<file path="config.mk">
export PLATFORM = sky130hd
export DESIGN_NAME = fifo_stream_serializer
export DESIGN_NICKNAME = d
export VERILOG_FILES = /design/src/rtl/fifo_stream_pkg.sv /design/src/rtl/sync_fifo_eop.sv /design/src/rtl/fifo_stream_serializer.sv
export SDC_FILE = /design/constraint.sdc
export NUM_CORES = 1
export LEC_CHECK = 0
export CORE_MARGIN = 2
export CORE_UTILIZATION = 50
export CTS_BUF_LIST = sky130_fd_sc_hd__clkbuf_8
export CTS_CLUSTER_SIZE = 28
export DETAILED_ROUTE_END_ITERATION = 10
export PLACE_DENSITY = 0.68
export SYNTH_ARGS = -nofsm -noshare
export SYNTH_HDL_FRONTEND = slang
export SYNTH_SLANG_ARGS = --single-unit
export TNS_END_PERCENT = 20
</file>
<file path="constraint.sdc">
create_clock -name clk_clk -period 34.3 [get_ports clk_clk]
set_input_delay 6.86 -clock clk_clk [delete_from_list [all_inputs] [get_ports clk_clk]]
set_output_delay 6.86 -clock clk_clk [all_outputs]
set_load 0.02 [all_outputs]
</file>
<file path="src/rtl/fifo_stream_pkg.sv">
// rtl/fifo_stream_pkg.sv - shared widths, lane index type and FSM state for the stream serializer
package fifo_stream_pkg;

    localparam int IN_W   = 256;
    localparam int OUT_W  = 64;
    localparam int LANES  = 4;
    localparam int LANE_W = $clog2(LANES);

    typedef logic [LANE_W-1:0] lane_t;

    typedef enum logic {
        IDLE  = 1'b0,
        SHIFT = 1'b1
    } state_t;

    localparam lane_t LAST_LANE = lane_t'(LANES - 1);

endpackage

</file>
<file path="src/rtl/sync_fifo_eop.sv">
// rtl/sync_fifo_eop.sv - circular word buffer with a per-entry end-of-packet tag bit
module sync_fifo_eop
    import fifo_stream_pkg::*;
#(
    parameter int DEPTH = 8
) (
    input  logic                     clk,
    input  logic                     rst_n,
    input  logic                     wr_en,
    input  logic [IN_W-1:0]          wr_data,
    input  logic                     wr_eop,
    input  logic                     tag_last,
    input  logic                     pop,
    output logic [IN_W-1:0]          rd_data,
    output logic                     rd_eop,
    output logic                     empty,
    output logic                     full,
    output logic [$clog2(DEPTH):0]   level
);

    localparam int AW = $clog2(DEPTH);
    localparam int LW = AW + 1;

    logic [AW-1:0]    wr_ptr_q, wr_ptr_d;
    logic [AW-1:0]    rd_ptr_q, rd_ptr_d;
    logic [LW-1:0]    level_q, level_d;
    logic [DEPTH-1:0] tag_q, tag_d;
    logic [IN_W-1:0]  mem_q [DEPTH];

    always_comb begin
        wr_ptr_d = wr_ptr_q + AW'(wr_en);
        rd_ptr_d = rd_ptr_q + AW'(pop);
        level_d  = level_q + LW'(wr_en) - LW'(pop);
        tag_d    = tag_q;
        // Late tag lands on the newest entry, which sits just behind the write pointer
        if (tag_last) begin
            tag_d[wr_ptr_q - AW'(1)] = 1'b1;
        end
        if (wr_en) begin
            tag_d[wr_ptr_q] = wr_eop;
        end
    end

    always_ff @(posedge clk or negedge rst_n) begin
        if (!rst_n) begin
            wr_ptr_q <= '0;
            rd_ptr_q <= '0;
            level_q  <= '0;
            tag_q    <= '0;
        end else begin
            wr_ptr_q <= wr_ptr_d;
            rd_ptr_q <= rd_ptr_d;
            level_q  <= level_d;
            tag_q    <= tag_d;
        end
    end

    always_ff @(posedge clk) begin
        if (wr_en) begin
            mem_q[wr_ptr_q] <= wr_data;
        end
    end

    assign rd_data = mem_q[rd_ptr_q];
    assign rd_eop  = tag_q[rd_ptr_q];
    assign empty   = (level_q == '0);
    assign full    = (level_q == LW'(DEPTH));
    assign level   = level_q;

endmodule

</file>
<file path="src/rtl/fifo_stream_serializer.sv">
// rtl/fifo_stream_serializer.sv - buffers 256-bit words and emits them as four 64-bit lanes; SERIALIZER_PKT_CNT_EN enables pkt_cnt
module fifo_stream_serializer
    import fifo_stream_pkg::*;
#(
    parameter int DEPTH = 8
) (
    input  logic                     clk_clk,
    input  logic                     reset_reset_n,
    input  logic [IN_W-1:0]          fifo_stream_fifo_data,
    input  logic                     fifo_stream_fifo_write,
    input  logic                     fifo_stream_fifo_send,
    output logic [OUT_W-1:0]         out_data,
    output logic                     out_valid,
    input  logic                     out_ready,
    output logic                     out_eop,
    output logic [$clog2(DEPTH):0]   level,
    output logic                     overflow,
    output logic                     orphan_send,
    input  logic                     flag_clr,
    output logic [15:0]              pkt_cnt
);

    localparam int LW = $clog2(DEPTH) + 1;

    state_t          state_q, state_d;
    lane_t           lane_q, lane_d;
    logic            overflow_q, overflow_d;
    logic            orphan_q, orphan_d;

    logic [IN_W-1:0] head_data;
    logic            head_eop;
    logic            fifo_empty;
    logic            fifo_full;
    logic            handshake;
    logic            pop;
    logic            wr_accept;
    logic            tag_alone;
    logic            overflow_set;
    logic            orphan_set;

    sync_fifo_eop #(
        .DEPTH (DEPTH)
    ) u_fifo (
        .clk      (clk_clk),
        .rst_n    (reset_reset_n),
        .wr_en    (wr_accept),
        .wr_data  (fifo_stream_fifo_data),
        .wr_eop   (fifo_stream_fifo_send),
        .tag_last (tag_alone),
        .pop      (pop),
        .rd_data  (head_data),
        .rd_eop   (head_eop),
        .empty    (fifo_empty),
        .full     (fifo_full),
        .level    (level)
    );

    always_comb begin
        handshake = out_valid && out_ready;
        pop       = handshake && (lane_q == LAST_LANE);
        wr_accept = fifo_stream_fifo_write && (!fifo_full || pop);
        // A word leaving on this very edge can no longer carry the tag
        tag_alone = fifo_stream_fifo_send && !fifo_stream_fifo_write && !fifo_empty
                    && !(pop && (level == LW'(1)));
        overflow_set = fifo_stream_fifo_write && !wr_accept;
        orphan_set   = fifo_stream_fifo_send
                       && (fifo_stream_fifo_write ? !wr_accept : !tag_alone);
    end

    always_ff @(posedge clk_clk or negedge reset_reset_n) begin
        if (!reset_reset_n) begin
            state_q <= IDLE;
            lane_q  <= '0;
        end else begin
            state_q <= state_d;
            lane_q  <= lane_d;
        end
    end

    always_comb begin
        state_d = state_q;
        lane_d  = lane_q;
        case (state_q)
            IDLE: begin
                if (!fifo_empty) begin
                    state_d = SHIFT;
                    lane_d  = '0;
                end
            end
            SHIFT: begin
                if (handshake) begin
                    if (lane_q == LAST_LANE) begin
                        lane_d = '0;
                        if (!((level > LW'(1)) || wr_accept)) begin
                            state_d = IDLE;
                        end
                    end else begin
                        lane_d = lane_q + lane_t'(1);
                    end
                end
            end
            default: begin
                state_d = IDLE;
                lane_d  = '0;
            end
        endcase
    end

    always_comb begin
        out_valid = 1'b0;
        out_data  = '0;
        out_eop   = 1'b0;
        if (state_q == SHIFT) begin
            out_valid = 1'b1;
            out_data  = head_data[lane_q*OUT_W +: OUT_W];
            out_eop   = (lane_q == LAST_LANE) && head_eop;
        end
    end

    // Set wins over a clear arriving in the same cycle
    always_comb begin
        overflow_d = overflow_set ? 1'b1 : (flag_clr ? 1'b0 : overflow_q);
        orphan_d   = orphan_set   ? 1'b1 : (flag_clr ? 1'b0 : orphan_q);
    end

    always_ff @(posedge clk_clk or negedge reset_reset_n) begin
        if (!reset_reset_n) begin
            overflow_q <= 1'b0;
            orphan_q   <= 1'b0;
        end else begin
            overflow_q <= overflow_d;
            orphan_q   <= orphan_d;
        end
    end

    assign overflow    = overflow_q;
    assign orphan_send = orphan_q;

`ifdef SERIALIZER_PKT_CNT_EN
    logic [15:0] pkt_cnt_q, pkt_cnt_d;

    always_comb begin
        pkt_cnt_d = pkt_cnt_q + 16'(handshake && out_eop);
    end

    always_ff @(posedge clk_clk or negedge reset_reset_n) begin
        if (!reset_reset_n) begin
            pkt_cnt_q <= '0;
        end else begin
            pkt_cnt_q <= pkt_cnt_d;
        end
    end

    assign pkt_cnt = pkt_cnt_q;
`else
    assign pkt_cnt = '0;
`endif

endmodule

</file>
==> results.md, run 1 <==
- CP Capture Type: output port
- Clock sink count: around 2.1k
- Worst-Skew Late Latency: ~1.0 ns
- Overall power: roughly 7.6 mW
- Row count: ~150
- Critical Path Source Type: flop
- Worst VDD drop: about 0.09 mV
- First-pass GRT wire length: 261.5 mm
- Async set-or-reset flop fraction in the synthesized netlist: under 10%
- Status: finished, final reports clean
- Initial cell density of the core: between 50% and 60%
- Sequential share of the synthesized area: just under 80%
- CP required: ~27 ns
- Rel. slew slack: between 20% and 30%
- Area of the mapped netlist: slightly below 80000 um2
- Cts repair resizes: 0
- Multi-input gate area: 15980 um2
- Final slew viol count: 0
- Clock transition at path regs: roughly 0.060 ns
- Pleak: 28.82 nW
- Pwr Density: around 84 nW/um2
- Post-DP HPWL: ~94 mm
- Antenna violations before repair: 45
- Die Ht: 401.7 um
- DRC viols: 0
- Area leader, netlist: edfxtp_1
- Top Metal Used: met5
- Synth cell types: 57
- Worst slew pin tran: around 1.2 ns
- Top Ports: 350
- Core box area: 156600 um2
- Setup-failing EPs final: 0
- Drt first pass iters: 8
- Vias per cell: between 6 and 7
- Most used DFF post-synth: edfxtp_1
- Fin util: about 58%
- Most frequent cells in the layout: edfxtp_1, mux4_2, clkbuf_8
- Final WL: approximately 180 mm
- Tmin final: 13.33 ns
- Postcts setup bufs: 0
- Vias post-DR: roughly 37k
- Final #Nets: between 4k and 5k
- Max FO, Critical Path: ~130
- TNS Setup: 0 ns
- WL met2: around 89 mm
- Filler cells: approximately 11k
- Top-area cell type share of the netlist area: 77.77%
- H-tree Lvls: 5
- Layout cells sized above 1: about a quarter
- Remaining Overflow, GRT: 0
- CTS Buf Count: 346
- CTS tree: built
- Post-route ant nets: 0
- EDFF count, synth: approximately 2k
- Met1 WL: 73.07 mm
- Post-Syn Instances: about 3.4k
- Clock Skew: roughly 0.072 ns
- Endpoints failing hold: 0
- Number of global-route vias before repair: 39.12k
- Worst hold path class: flop to flop
- Sequential cell area: 62090 um2
- FF+latch count, synth: 2071
- Clock root buffer: clkbuf_8
- Wire per inst: 28.72 um
- Initial DRC count: approximately 3.2k
- DIE WIDTH: approximately 400 um
- Maxcap violations: 0
- PortBufs: about 330
- Longest Clk Path Bufs: 4
- Worst Path Arrival: approximately 6.5 ns
- Most area-consuming cells after synthesis: edfxtp_1, mux4_2, mux2_2, dfrtp_1, o22ai_1
- Routed wl met3: around 13 mm
- Setup CP Type: flop to output port
- Final worst-path cycle share: slightly below 40%
- Die Area: between 150000 and 200000 um2
- Synth warn: 0
- Layout Area Growth over Synthesis: 14.60%
- Fmax achieved: ~0.075 GHz
- Overall track demand over capacity in global routing: between 20% and 30%
- Commonest non-fill, non-tap cell in the layout: edfxtp_1
- Syn avg cell area: around 24 um2
- RSZ-0062 raised after global routing: no
- # hold bufs at CTS: 0
- Final GP Congestion: 0.7365
- Largest net degree at the start of global routing: between 100 and 150
## layer usage
metal	track usage, %	vias to the layer above
li1	-	15618
met3	5.496	328
met1	29.95	19988
met4	6.091	50
met2	36.16	1331
met5	0	-
## area by class of cell
| class | count | area share [%] |
|---|---|---|
| clock buffer | 356 | 5.406 |
| clock inverter | 225 | 1.185 |
| tap | 2058 | 2.841 |
| antenna | 9 | 0.02485 |
| inverter | 18 | 0.08008 |
| timing repair buffer | 393 | 4.313 |
| sequential | 2071 | 68.52 |
| multi-input combinational | 1086 | 17.63 |
## stage by stage
stage | instance area (um2) | setup slack, ns | hold slack (ns) | std cells
global route | 90610 | 20.62 | 0.5361 | 6210
finish | 90630 | 20.97 | 0.5250 | 6216
CTS | 90600 | 20.66 | 0.5211 | 6207
floorplan | 79140 | 7.249 | 0.4713 | 3376
global placement | 84630 | 21.82 | 0.5016 | 5626
detailed placement | 84630 | 21.82 | 0.4998 | 5626
## cells in the mapped netlist, drive strengths merged, types with 4 or more instances
cell,number
nor2b,19
nand3,7
mux2,91
dfrtp,23
a21oi,21
o31a,4
mux4,514
buf,127
a221oi,6
nor2,22
ha,12
o41ai,4
mux2i,39
or3,4
o21ai,13
edfxtp,2048
a211oi,15
inv,17
xor2,4
o221ai,48
nand2,26
a2bb2oi,6
o22ai,80
or2,4
nor4,7
nor3,41
nand2b,14
clkbuf,74
and2,4
a22o,9
a22oi,17
## cell families after synthesis
family / count (synthesis) / synth area share [%]
DFF: 2071 / 78.50
muxes: 644 / 16.43
AOI/OAI and AO/OA: 239 / 2.166
buffers and inverters: 219 / 1.471
and+or+nand+nor: 168 / 1.152
adders and majority gates: 13 / 0.2152
xor gates and xnor gates: 6 / 0.06645
other: 1 / 0.004742
## report_power, final
part | internal [mW] | switching, mW | total (mW)
sequential | 3.18 | 0.113 | 3.29
clock | 0.999 | 0.929 | 1.93
combinational | 1.07 | 1.32 | 2.40
## sequential cells by signal, indices dropped and copies added, names as in the netlist
register,cells
u_fifo.tag_q,8
u_fifo.level,4
orphan_send,1
overflow,1
u_fifo.rd_ptr_q,3
state_q,1
lane_q,2
u_fifo.wr_ptr_q,3
u_fifo.mem_q,2048
## worst max-delay path, stage by stage, from the launching register on
cell and delay, ns:
dfrtp_4 1.04, buf_4 0.96, buf_12 0.58, buf_4 0.90
mux4_2 0.36, mux2_2 0.15, o22ai_1 0.07, nor3_1 0.45
clkdlybuf4s50_1 0.71
## path summary, 6_finish.rpt
check,from,end,slack (ns),cells after the start
max reg2reg,lane_q[0],u_fifo.mem_q[6][223],28.99,9
max,u_fifo.rd_ptr_q[1],out_data[6],20.97,8
min in group asynchronous,reset_reset_n,u_fifo.level[2],6.43,1
min reg2reg,overflow,overflow,0.53,2
min,overflow,overflow,0.53,2
max in group asynchronous,reset_reset_n,u_fifo.rd_ptr_q[0],27.03,1
No activity file was read; power rests on OpenSTA's default activity.
==> run 2, diff against run 1 <==
==> constraint.sdc (replaced) <==
create_clock -name clk_clk -period 12.66 [get_ports clk_clk]
set_input_delay 2.532 -clock clk_clk [delete_from_list [all_inputs] [get_ports clk_clk]]
set_output_delay 2.532 -clock clk_clk [all_outputs]
set_load 0.02 [all_outputs]
==> run 2 against run 1 <==
Net effect: global-route usage up 0.24 points; hold slack got worse by 0.019 ns; sequential share of layout area fell by 0.25 points; critical endpoint is now out_data[61]; highest routed layer unchanged.
==> results.md, run 2 (synthesized netlist as in run 1, its figures left out) <==
- CP Capture Type: output port (unchanged)
- Initial cell density of the core: 50.51% (unchanged)
- Worst-Skew Late Latency: 1.03 ns (about the same)
- DRC viols: 0 (unchanged)
- Top reg by flops: u_fifo.mem_q (unchanged)
- NetSw: 6.490 mW (was 2.367 mW)
- Pwr Density: 229.2 nW/um2 (was 84.06 nW/um2)
- H-tree Lvls: 5 (unchanged)
- Fmax achieved: between 0.1 and 0.15 GHz
- Commonest non-fill, non-tap cell in the layout: edfxtp_1 (unchanged)
- Remaining Overflow, GRT: 0 (unchanged)
- Final GP Congestion: 0.7497 (was 0.7365)
- Max FO, Critical Path: 35 (was 126)
- Status: finished, final reports clean (unchanged)
- Most frequent cells in the layout: edfxtp_1, mux4_2, clkbuf_8 (unchanged)
- CP required: 10.13 ns (was 27.44 ns)
- Worst-path cell chain: buf_4, buf_4, nor2b_1, buf_4, nand2b_4, buf_4, o221ai_1, nor3_1, clkdlybuf4s50_1 (was buf_4, buf_12, buf_4, mux4_2, mux2_2, o22ai_1, nor3_1, clkdlybuf4s50_1)
- Switch share: 31.13% (was 31.07%)
- Post-route ant nets: 0 (unchanged)
- Initial DRC count: 3511 (was 3224)
- Final WL: 180.0 mm (was 178.5 mm)
- Rel. slew slack: 23.42% (was 21.86%)
- Vias post-DR: 37.51k (was 37.32k)
- CP most frequent cell: buf_4 (unchanged)
- Longest Clk Path Bufs: 4 (unchanged)
- Final slew viol count: 0 (unchanged)
- TNS Setup: 0 ns (unchanged)
- Post-DP HPWL: 96.11 mm (was 93.84 mm)
- CTS tree: built (unchanged)
- Sequential power share: 42.8% (was 43.2%)
- Core box area: 156600 um2 (unchanged)
- Cts repair resizes: 0 (unchanged)
- Delay-heaviest family, CP: buffers and inverters (unchanged)
- Worst Path Arrival: 5.51 ns (was 6.47 ns)
- Setup WS pre-CTS: 5.527 ns (was 21.82 ns)
- Worst VDD drop: 0.2052 mV (was 0.08755 mV)
- Finished Layout Cells: 6237 (was 6216)
- Fin worst setup slack: 4.615 ns (was 20.97 ns)
- # hold bufs at CTS: 0 (unchanged)
- Overall track demand over capacity in global routing: 22.39% (was 22.14%)
- Max FFs per register: 2048 (unchanged)
- Vias per cell: 6.014 (was 6.003)
- Number of global-route vias before repair: 39.09k (was 39.12k)
- Worst path slowest cell: clkdlybuf4s50_1 (was dfrtp_4)
- Worst slew pin tran: 1.149 ns (was 1.170 ns)
- Placed Instances: 5632 (was 5626)
- Antenna violations before repair: 56 (was 45)
- Maxcap violations: 0 (unchanged)
- Filler cells: 11.22k (was 11.21k)
- Top Ports: 350 (unchanged)
- PortBufs: 333 (unchanged)
- Clock share of power: 25.6% (was 25.3%)
- Clock sink count: 2071 (unchanged)
- First-pass GRT wire length: 262.9 mm (was 261.5 mm)
- Postcts setup bufs: 0 (unchanged)
- Final #Nets: 4202 (was 4191)
- Clock root buffer: clkbuf_8 (unchanged)
- Layout Area Growth over Synthesis: 15.01% (was 14.60%)
- Worst path max stage delay: 0.75 ns (was 1.04 ns)
- Endpoints failing hold: 0 (unchanged)
- Row count: 145 (unchanged)
- Die Area: 161400 um2 (unchanged)
- Setup CP Type: flop to output port (unchanged)
- Clock Skew: 0.05669 ns (was 0.07168 ns)
- Clock transition at path regs: 0.06 ns (about the same)
- Comb power frac: 31.5% (about the same)
- Crit path buf inv count: 5 (was 4)
- Pleak: 29.02 nW (was 28.82 nW)
- Critical Path Source Type: flop (unchanged)
- RSZ-0062 raised after global routing: no (unchanged)
- Final worst-path cycle share: between 60% and 70%
- Int Pwr: 14.36 mW (was 5.251 mW)
- Worst hold path class: flop to flop (unchanged)
- Tmin final: 8.045 ns
- Drt first pass iters: 7 (was 8)
- CTS Buf Count: 351 (was 346)
- DIE WIDTH: 401.7 um (unchanged)
- Layout cells sized above 1: 26.46% (was 26.25%)
- Die Ht: 401.7 um (unchanged)
- Wire per inst: 28.86 um (was 28.72 um)
- Setup-failing EPs final: 0 (unchanged)
- Largest net degree at the start of global routing: 143 (was 134)
run 2: changes by cell type in the layout (fill, tap and decap cells not counted), sizes merged:
| cell | before | now |
|---|---|---|
| buf | 60 | 66 |
| clkbuf | 356 | 359 |
| clkinvlp | 7 | 4 |
| diode | 9 | 10 |
| bufinv | 6 | 10 |
| clkinv | 106 | 104 |
| inv | 124 | 136 |
run 2: through the flow:
step           power [mW]  instance area [um2]  hold WS [ns]  util [%]
3_3_place_gp        15.68                84760        0.4879     54.14
5_1_grt             21.77                90950        0.5209     58.09
6_report            20.85                90950        0.5062     58.09
2_1_floorplan       13.70                79170        0.4713         -
3_5_place_dp        15.73                84760        0.4928     54.14
4_1_cts             21.10                90930        0.5066     58.07
run 2: layer usage:
layer,track usage (%),share of wire [%]
met1,30.15,41
met2,35.98,49
met3,6.434,7.9
met4,6.269,2.0
met5,0,0.21
run 2: layout make-up:
| cell class | instances | area (um2) | share of cell area, % |
|---|---|---|---|
| tap | 2058 | 2575 | 2.831 |
| antenna | 10 | 25.02 | 0.02751 |
| sequential | 2071 | 62090 | 68.27 |
| clock inverter | 236 | 1222 | 1.344 |
| multi-input combinational | 1086 | 16010 | 17.60 |
| timing repair buffer | 399 | 4016 | 4.416 |
| clock buffer | 359 | 4941 | 5.433 |
| inverter | 18 | 72.57 | 0.07979 |
run 2: final timing paths:
kind | start | end | slack, ns | depth (start not counted)
setup / recovery | u_fifo.rd_ptr_q[2] | out_data[61] | 4.61 | 9
hold / removal | u_fifo.tag_q[3] | u_fifo.tag_q[3] | 0.51 | 1
setup reg to reg | lane_q[1] | u_fifo.mem_q[7][33] | 7.22 | 8
hold reg to reg | u_fifo.tag_q[3] | u_fifo.tag_q[3] | 0.51 | 1
max in group asynchronous | reset_reset_n | lane_q[1] | 10.42 | 2
min in group asynchronous | reset_reset_n | u_fifo.rd_ptr_q[2] | 1.91 | 2
run 2: power by group through the flow:
stage / clock (mW) / sequential (mW) / combinational (mW)
2_1_floorplan: 0 / 9.24 / 4.46
3_3_place_gp: 0 / 9.02 / 6.66
3_5_place_dp: 0 / 9.07 / 6.66
4_1_cts: 5.48 / 8.94 / 6.69
5_1_grt: 5.79 / 9.00 / 6.98
6_report: 5.34 / 8.93 / 6.58
run 2: worst register-to-register path, delay by kind of cell, from the launching register on:
kind                       cells  cell delay, ns
buffers and inverters          4            2.62
and+or+nand+nor                2            0.97
DFF                            1            0.59
AOI/OAI and AO/OA              1            0.41
adders and majority gates      1            0.39
